===== src/rtl/call_stack_pkg.sv =====
// Shared sizing helpers and operation encoding for the hardware call/return stack.
// Optional build macro CALL_STACK_CIRCULAR_EN is consumed by call_stack_ctx.
package call_stack_pkg;

    localparam int DEF_DATA_W  = 32;
    localparam int DEF_DEPTH   = 16;
    localparam int DEF_NUM_CTX = 2;

    // Encoding matches the raw {push, pop} request pair.
    typedef enum logic [1:0] {
        OP_NONE    = 2'b00,
        OP_POP     = 2'b01,
        OP_PUSH    = 2'b10,
        OP_REPLACE = 2'b11
    } stackOp_e;

    function automatic int countWidth(input int depth);
        return $clog2(depth) + 1;
    endfunction

    function automatic int ctxWidth(input int numCtx);
        return (numCtx > 1) ? $clog2(numCtx) : 1;
    endfunction

    function automatic stackOp_e decodeOp(input logic push, input logic pop);
        return stackOp_e'({push, pop});
    endfunction

endpackage


===== src/rtl/call_stack_ctx.sv =====
// One call-stack context: entry array, stack pointer and sticky error bits.
// With CALL_STACK_CIRCULAR_EN defined, push on full overwrites the oldest entry.
module call_stack_ctx
    import call_stack_pkg::*;
#(
    parameter int DATA_W = DEF_DATA_W,
    parameter int DEPTH  = DEF_DEPTH
) (
    input  logic                    clk,
    input  logic                    rst_n,
    input  logic                    push,
    input  logic                    pop,
    input  logic                    clrErr,
    input  logic [DATA_W-1:0]       pushData,
    output logic [DATA_W-1:0]       topData,
    output logic [$clog2(DEPTH):0]  count,
    output logic                    ovf,
    output logic                    udf
);

    localparam int AW = $clog2(DEPTH);
    localparam int CW = countWidth(DEPTH);

    logic [DATA_W-1:0] mem [DEPTH];
    logic [CW-1:0]     sp;
    logic [CW-1:0]     spNext;
    logic [AW-1:0]     base;
    logic [AW-1:0]     pushIdx;
    logic [AW-1:0]     topIdx;
    logic [AW-1:0]     wrIdx;
    logic              isEmpty;
    logic              isFull;
    logic              doWrite;
    logic              setOvf;
    logic              setUdf;
    stackOp_e          op;
`ifdef CALL_STACK_CIRCULAR_EN
    logic              advBase;
`endif

    assign op      = decodeOp(push, pop);
    assign isEmpty = (sp == '0);
    assign isFull  = (sp == CW'(DEPTH));
    // Indices wrap naturally because DEPTH is a power of two.
    assign pushIdx = base + sp[AW-1:0];
    assign topIdx  = pushIdx - AW'(1);

    always_comb begin
        doWrite = 1'b0;
        wrIdx   = pushIdx;
        spNext  = sp;
        setOvf  = 1'b0;
        setUdf  = 1'b0;
`ifdef CALL_STACK_CIRCULAR_EN
        advBase = 1'b0;
`endif
        case (op)
            OP_PUSH: begin
                if (!isFull) begin
                    doWrite = 1'b1;
                    spNext  = sp + CW'(1);
                end else begin
                    setOvf  = 1'b1;
`ifdef CALL_STACK_CIRCULAR_EN
                    doWrite = 1'b1;
                    advBase = 1'b1;
`endif
                end
            end
            OP_POP: begin
                if (!isEmpty) begin
                    spNext = sp - CW'(1);
                end else begin
                    setUdf = 1'b1;
                end
            end
            OP_REPLACE: begin
                doWrite = 1'b1;
                if (!isEmpty) begin
                    wrIdx = topIdx;
                end else begin
                    // An empty stack cannot be full, so this is a plain push.
                    spNext = sp + CW'(1);
                end
            end
            default: ;
        endcase
    end

    always_ff @(posedge clk or negedge rst_n) begin
        if (!rst_n) begin
            sp  <= '0;
            ovf <= 1'b0;
            udf <= 1'b0;
        end else begin
            sp  <= spNext;
            ovf <= setOvf | (ovf & ~clrErr);
            udf <= setUdf | (udf & ~clrErr);
        end
    end

`ifdef CALL_STACK_CIRCULAR_EN
    always_ff @(posedge clk or negedge rst_n) begin
        if (!rst_n) begin
            base <= '0;
        end else if (advBase) begin
            base <= base + AW'(1);
        end
    end
`else
    assign base = '0;
`endif

    // Entry storage is deliberately not reset; sp alone defines validity.
    always_ff @(posedge clk) begin
        if (doWrite) begin
            mem[wrIdx] <= pushData;
        end
    end

    assign topData = isEmpty ? '0 : mem[topIdx];
    assign count   = sp;

endmodule


===== src/rtl/call_stack_unit.sv =====
// Multi-context hardware call/return stack feeding the next-PC mux.
// Build macro CALL_STACK_CIRCULAR_EN selects ring overwrite on full in each context.
module call_stack_unit
    import call_stack_pkg::*;
#(
    parameter int DATA_W  = DEF_DATA_W,
    parameter int DEPTH   = DEF_DEPTH,
    parameter int NUM_CTX = DEF_NUM_CTX
) (
    input  logic                          clk,
    input  logic                          rst_n,
    input  logic [ctxWidth(NUM_CTX)-1:0]  ctx_sel,
    input  logic                          push,
    input  logic                          pop,
    input  logic [DATA_W-1:0]             push_data,
    input  logic                          clr_err,
    output logic [DATA_W-1:0]             top_data,
    output logic                          empty,
    output logic                          full,
    output logic [$clog2(DEPTH):0]        count,
    output logic                          overflow,
    output logic                          underflow
);

    localparam int CW = countWidth(DEPTH);

    logic [DATA_W-1:0] ctxTop   [NUM_CTX];
    logic [CW-1:0]     ctxCount [NUM_CTX];
    logic              ctxOvf   [NUM_CTX];
    logic              ctxUdf   [NUM_CTX];

    generate
        for (genvar g = 0; g < NUM_CTX; g++) begin : gCtx
            logic selHit;
            assign selHit = (int'(ctx_sel) == g);

            call_stack_ctx #(
                .DATA_W (DATA_W),
                .DEPTH  (DEPTH)
            ) uCtx (
                .clk      (clk),
                .rst_n    (rst_n),
                .push     (push & selHit),
                .pop      (pop & selHit),
                .clrErr   (clr_err & selHit),
                .pushData (push_data),
                .topData  (ctxTop[g]),
                .count    (ctxCount[g]),
                .ovf      (ctxOvf[g]),
                .udf      (ctxUdf[g])
            );
        end
    endgenerate

    // Unused ctx_sel codes (non power-of-two NUM_CTX) read as an empty stack.
    always_comb begin
        top_data  = '0;
        count     = '0;
        overflow  = 1'b0;
        underflow = 1'b0;
        for (int i = 0; i < NUM_CTX; i++) begin
            if (int'(ctx_sel) == i) begin
                top_data  = ctxTop[i];
                count     = ctxCount[i];
                overflow  = ctxOvf[i];
                underflow = ctxUdf[i];
            end
        end
        empty = (count == '0);
        full  = (count == CW'(DEPTH));
    end

endmodule


===== config.mk =====
export PLATFORM = sky130hd
export DESIGN_NAME = call_stack_unit
export DESIGN_NICKNAME = d
export VERILOG_FILES = /design/src/rtl/call_stack_pkg.sv /design/src/rtl/call_stack_ctx.sv /design/src/rtl/call_stack_unit.sv
export SDC_FILE = /design/constraint.sdc
export NUM_CORES = 1
export LEC_CHECK = 0
export CORE_UTILIZATION = 63
export CTS_CLUSTER_SIZE = 20
export DETAILED_ROUTE_END_ITERATION = 8
export GPL_TIMING_DRIVEN = 0
export PLACE_DENSITY = 0.82
export RECOVER_POWER = 100
export SLEW_MARGIN = 20
export SYNTH_ARGS = -nofsm -noshare
export SYNTH_HDL_FRONTEND = slang
export SYNTH_SLANG_ARGS = --single-unit

===== constraint.sdc =====
create_clock -name clk -period 6.5 [get_ports clk]
set_clock_uncertainty 0.05 [all_clocks]
set_input_delay 0.975 -clock clk [delete_from_list [all_inputs] [get_ports clk]]
set_output_delay 0.975 -clock clk [all_outputs]
set_load 0.05 [all_outputs]

== Word-level counts from Yosys, hierarchy flattened ==
Memory sizes are Yosys's and may differ from the RTL's.
Index checks and enable logic that the tools add are counted.
Storage, ports and cells
  word-level logic and storage cells: 87
  RAM bits: 1024
  input port bits: 38
  register bits: 14
  output and inout port bits: 41
  memories kept: 2
Memories
  gCtx[0].uCtx.mem: depth 16, bits a word 32, read ports 1, clocked after Yosys merged registers in 0, wr ports 1, RTL line call_stack_ctx.sv:24  | logic [DATA_W-1:0] mem [DEPTH];
  gCtx[1].uCtx.mem: depth 16, bits a word 32, read ports 1, clocked after Yosys merged registers in 0, wr ports 1, RTL line call_stack_ctx.sv:24
Operators by class
  reduce and logical (&&, ||, !) cells: 7
  multiplexer cells: 34
  bitwise logic cells: 17
  equality and inequality tests: 15
  add/sub/neg operators: 6
Operators by type and width (number)
  $mux W32: 3
  $mux W5: 7
  $pmux W5 S3: 2
  $mux W1: 16
  $mux W4: 4
  $eq A5 B5 Y1 const B: 3
  $logic_not A5 Y1: 3
  $add A5 B1 Y5 const B: 2
  $and A1 B1 Y1: 10
  $sub A5 B1 Y5 const B: 2
  $eq A2 B2 Y1 const B: 4
  $ne A2 B2 Y1 const B: 4
  $reduce_and A4 Y1: 2
  $sub A4 B1 Y4 const B: 2
  $reduce_bool A3 Y1: 2
  $eq A2 B1 Y1 const B: 2
  $ne A2 B1 Y1 const B: 2
  $or A1 B1 Y1: 4
  $pmux W1 S2: 2
  $not A1 Y1: 3

== Depth between registers and ports, before layout ==
  word-level depth: 6
  depth in mapped cells: 12
  depth with buffers taken out: 9

== Hierarchy ==
A second synthesis with hierarchy kept.
Unflattened totals
  cells, all modules: 1830
  area total of the unflattened synthesis: 40899.2 sq um
By module, submodules not included
  call_stack_ctx (gCtx[1].uCtx): area an instance 20236.9 sq um, instances 1, seq. area each 15549.9 sq um, cells an instance 888
  call_stack_ctx (gCtx[0].uCtx): area an instance 20108.0 sq um, instances 1, seq. area each 15549.9 sq um, cells an instance 885
  call_stack_unit: area an instance 554.3 sq um, instances 1, seq. area each 0.0 sq um, cells an instance 57

== Worst setup path before layout ==
Ideal clock, no wire load.
  path type: register to register
  start point: register gCtx[1].uCtx.sp[0]
  end point: memory gCtx[1].uCtx.mem[9][0] (netlist name), enable pin
  required time: 6018 ps
  period minus slack after synthesis: 4392 ps
  buffers on the path: 5
  cell stages (with the launch flop): 11
  setup time: 432 ps
  data arrival time: 3910 ps
  path slack: 2108 ps
  cell sequence: dfrtp_1 > buf_2 > buf_4 > clkinv_1 > buf_2 > ha_1 > clkbuf_1 > buf_2 > mux2i_1 > or2_1 > a21oi_1
On the way
  longest elaborated chain between the ends: 5
  elaborated cells on any way between the ends: 9
  classes of those cells: 1 x add/sub; 1 x eq/ne; 6 x mux; 1 x reduce/logical
Ends and longest elaborated chain
  start, declared: RTL line call_stack_ctx.sv:25  | logic [CW-1:0] sp;
  start signal, assigned: RTL line call_stack_ctx.sv:96  | sp <= spNext;
  $eq A5 B5 Y1: RTL line call_stack_ctx.sv:43  | assign isFull = (sp == CW'(DEPTH));
  $mux W1: RTL line call_stack_ctx.sv:59  | if (!isFull) begin
  $pmux W1 S2: RTL line call_stack_ctx.sv:57  | case (op)
  $mux W1: RTL line call_stack_ctx.sv:116  | if (doWrite) begin
  $mux W1 (implied by the code): RTL line call_stack_ctx.sv:117  | mem[wrIdx] <= pushData;
  end, declared: RTL line call_stack_ctx.sv:24
Parallel ways exist; a longest one is shown, timed or not.

== Worst setup path in the final report ==
  start point: register gCtx[0].uCtx.sp[0]
  end point: output port top_data[12]
On the way
  longest elaborated chain between the ends: 4
  elaborated cells on any way between the ends: 5
  classes of those cells: 1 x add/sub; 2 x mux; 1 x reduce/logical; 1 x memory
Ends and longest elaborated chain
  start, declared: RTL line call_stack_ctx.sv:25
  start signal, assigned: RTL line call_stack_ctx.sv:96
  $sub A4 B1 Y4: RTL line call_stack_ctx.sv:46  | assign topIdx = pushIdx - AW'(1);
  $mem_v2 Z16 W32
  $mux W32 *: RTL line call_stack_ctx.sv:121  | assign topData = isEmpty ? '0 : mem[topIdx];
  $mux W32 *: RTL line call_stack_unit.sv:62  | if (int'(ctx_sel) == i) begin
  end, declared: RTL line call_stack_unit.sv:17  | output logic [DATA_W-1:0] top_data,
Mark *: on every way between the ends. The rest lies on a longest branch, timed or not.

==> results by group <==
Status
  • Status: finished, violations left
  • Failing checks: capacitance limit, slew limit, setup timing

Timing
  • Slew margin rel.: -0.5572
  • TNS Setup: -0.06963 ns
  • Least-Margin Pin Slew: 2.336 ns
  • Final hold violations: 0
  • Tcrit/Tclk final: 1.004
  • Final setup viols: 4
  • WHS: roughly 0.43 ns
  • Maximum clock frequency: ~0.15 GHz
  • Setup WS post-layout: -0.02579 ns
  • Count of pins over their slew limit: about 600
  • Final min period: ~6.5 ns

Flow run
  • Max Cap Violations: 36

Die
  • Initial Util: 0.6384
  • Die area: between 60000 and 70000 µm²
  • Die H: 257.8 µm
  • # rows: 93
  • Core box area: about 65000 µm²
  • Die width: 257.8 µm
  • IO Count: 79

Synthesis
  • Syn Area/Cell: about 21 µm²
  • Main synth FF type: edfxtp_1
  • Cell Area, Synth: roughly 41000 µm²
  • Post-synth EDFFs: about 1000
  • #FFs+latches synth: 1038
  • Commonest cells post-synth: edfxtp_1 (1024), mux4_2 (187), mux2i_1 (125), a22oi_1 (89), nand2_1 (89)
  • Post-synth top area cell: edfxtp_1
  • Yosys top cell area share: 0.7458
  • Synthesized instance count: 2002
  • FFs w/ async S/R, synth: 0.01349
  • Seq/Total Area, Yosys: 0.7543
  • Post-synth net total: ~2000
  • Synth cell types: 65
  • Most instantiated library cell after synthesis: edfxtp_1
  • Ys Warns: 0
  • Synth top area cells: edfxtp_1 (75%), mux4_2 (10%), mux2i_1 (3.0%), mux2_2 (1.8%), a22oi_1 (1.6%)

Setup path
  • CP peak stage delay: around 0.86 ns
  • Reg2Reg Depth: 12
  • Worst Path Required: between 5 and 6 ns
  • WP data arrival: ~5.5 ns
  • CP Cell Sequence: buf_2, buf_4, inv_2, ha_1, nor2b_1, nor4b_2, or2_2, clkbuf_1, clkbuf_1, a31oi_1, a22oi_2, clkdlybuf4s50_1
  • CP Max Fanout: 12
  • Worst path slowest cell: clkdlybuf4s50_1
  • Top cell by count, worst path: clkbuf_1
  • CP Class: flop to output pin
  • Startpoint types: flop
  • Crit. End Element: output pin

Route
  • DRC viols: 0
  • Drt total wl: approximately 100000 µm
  • Met1 wire length: 35030 µm
  • Pre-antenna DRT Iters: 5
  • Antenna Nets Post-Route: 0
  • Post-DR wirelength/cell: about 32 µm
  • Met2 WL post-DR: 52170 µm
  • Met3 wire length: around 9500 µm
  • Via/cell ratio: ~6.9
  • Detailed-route via count: about 22000
  • Initial drt markers: 2787
  • Top layer used by detailed routing: met4

Cells and area
  • Area Growth Syn to Fin: 11.66%
  • Cell Count, Final, Fillers Out: about 3100
  • Number of diodes: 0
  • Nets: approximately 2300
  • Share of layout cells above drive strength 1: 0.2206

CTS
  • CTS Buf Count: 99
  • Root buffer cell: clkbuf_16
  • CTS sink cnt: 1038
  • Skew-Pair Late Insertion Delay: about 0.64 ns
  • Max H-tree Level: 3
  • Clock tree from TritonCTS: built
  • Clk buf depth: 3
  • Clk slew on worst S/H paths: around 0.06 ns

Placement
  • Dpl ws: roughly 0.15 ns
  • Port buffer count: between 70 and 80
  • DP HPWL: around 64000 µm
  • Placed cell count: roughly 3000
  • GPL Wtd Cong: ~0.9

Global route
  • Vias in the first global route: around 23000
  • Largest net degree at the start of global routing: 33
  • GRT overflow: 0
  • Initial antenna violation count: 1
  • GRT Util Overall: 0.3074
  • First-pass GRT wire length: 146300 µm

Power
  • Share of total power in combinational logic: 0.444
  • P_int: 14960 µW
  • Total power: about 24000 µW
  • Reg power frac: 0.330
  • Clock power frac: 0.226
  • Sw Ratio: 0.3785
  • Net Switching: 9111 µW
  • Standby leakage power: approximately 0.015 µW
  • Pwr/cell area: 522.8 nW/µm²
  • Maximum VDD drop: roughly 0.34 mV

Min path
  • Min-delay worst type: flop to flop
  • Min-Delay Path Depth: 2
placed cells by master, fill, tap and decap left out, types with 3 or more instances in the layout:
cell and n:
a22oi_2 26, clkinvlp_4 5, mux2_1 3, nand4_1 3, mux2_2 63, nand2b_1 7
dlygate4sd2_1 10, nor3_1 9, o22ai_1 3, a21o_1 34, buf_1 3, a22oi_1 92
buf_2 44, buf_4 8, edfxtp_1 1024, mux2i_1 125, bufinv_16 5, mux4_2 187
clkbuf_16 100, clkbuf_2 18, nor2b_1 10, o21ai_0 19, buf_6 6, a21oi_1 20
dfrtp_1 14, nand3_1 12, ha_1 10, nor2_1 30, dlygate4sd3_1 20, a31oi_1 30
clkdlybuf4s50_1 11, clkbuf_1 115, xnor2_1 8, clkinv_1 24, mux4_1 11, nand2_1 89
inv_1 9, clkinv_2 22, and3_1 4
cell type report:
| type | count | area [µm²] |
|---|---|---|
| clock inverters | 60 | 435.4 |
| inverters | 11 | 41.29 |
| clock buffers | 116 | 2562 |
| well taps | 855 | 1070 |
| flip-flops and latches | 1038 | 31100 |
| repair buffers | 111 | 732.0 |
| plain buffers | 115 | 589.3 |
| multi-input cells | 838 | 9507 |
| fillers | 3610 | 18540 |
critical path: cells and delay by family, from the launching register on:
| kind | cells | cell delay (ns) |
|---|---|---|
| and+or+nand+nor | 3 | 0.97 |
| DFF | 1 | 0.31 |
| AOI/OAI and AO/OA | 2 | 0.62 |
| buffers and inverters | 6 | 2.62 |
| adders and majority gates | 1 | 0.30 |
sequential cells by signal, indices dropped and copies added (netlist names):
name and count:
gCtx.uCtx.mem 1024, gCtx.uCtx.count 10, gCtx.uCtx.ovf 2, gCtx.uCtx.udf 2
logic make-up (layout without fill, tap and decap cells):
kind of cell,after synthesis,in the layout,synth area share
AO/OA/AOI/OAI,241,241,0.04455
XOR/XNOR,13,13,0.003672
adder cells (fa/ha/maj),12,12,0.004006
buffers and inverters,126,413,0.01493
flip-flops,1038,1038,0.7543
multiplexers,389,389,0.1575
AND/OR/NAND/NOR,183,183,0.02097
power groups by stage:
stage | registers, µW | clock network (µW) | logic (µW)
finish | 7950 | 5430 | 10700
global route | 7970 | 5700 | 11100
CTS | 7930 | 5450 | 10900
detailed placement | 8060 | 0 | 10600
global placement | 8060 | 0 | 10100
floorplan | 8020 | 0 | 7230
metal layers:
metal,global-route usage,vias to the layer above
met2,0.5295,1453
met5,0,-
met4,0.1432,0
met3,0.05320,273
li1,-,8738
met1,0.3834,11220
through the flow:
step	instance area, µm²	util
after floorplan	41230	-
after global placement	43070	0.6669
after detailed placement	44230	0.6850
after CTS	47270	0.7320
after global routing	46040	0.7129
final	46040	0.7129
final timing paths:
| kind | start | endpoint | slack [ns] |
|---|---|---|---|
| min in group asynchronous | rst_n | gCtx[0].uCtx.count[4]$_DFFE_PN0P_ | 0.79 |
| setup / recovery | gCtx[0].uCtx.count[0]$_DFFE_PN0P_ | top_data[12] | -0.03 |
| setup reg to reg | gCtx[0].uCtx.count[0]$_DFFE_PN0P_ | gCtx[0].uCtx.mem[8][11]$_DFFE_PP_ | 0.15 |
| hold reg to reg | gCtx[0].uCtx.ovf$_DFF_PN0_ | gCtx[0].uCtx.ovf$_DFF_PN0_ | 0.43 |
| hold / removal | gCtx[0].uCtx.ovf$_DFF_PN0_ | gCtx[0].uCtx.ovf$_DFF_PN0_ | 0.43 |
| max in group asynchronous | rst_n | gCtx[1].uCtx.count[4]$_DFFE_PN0P_ | 5.13 |
timing repair:
| action | 4_1_cts | 5_1_grt |
|---|---|---|
| hold buffers | 0 | 0 |
| buffers inserted | 2 | 0 |
| gates resized for setup | 22 | 14 |
| setup endpoints to repair | 31 | 15 |
(Power assumes the default switching activity.)
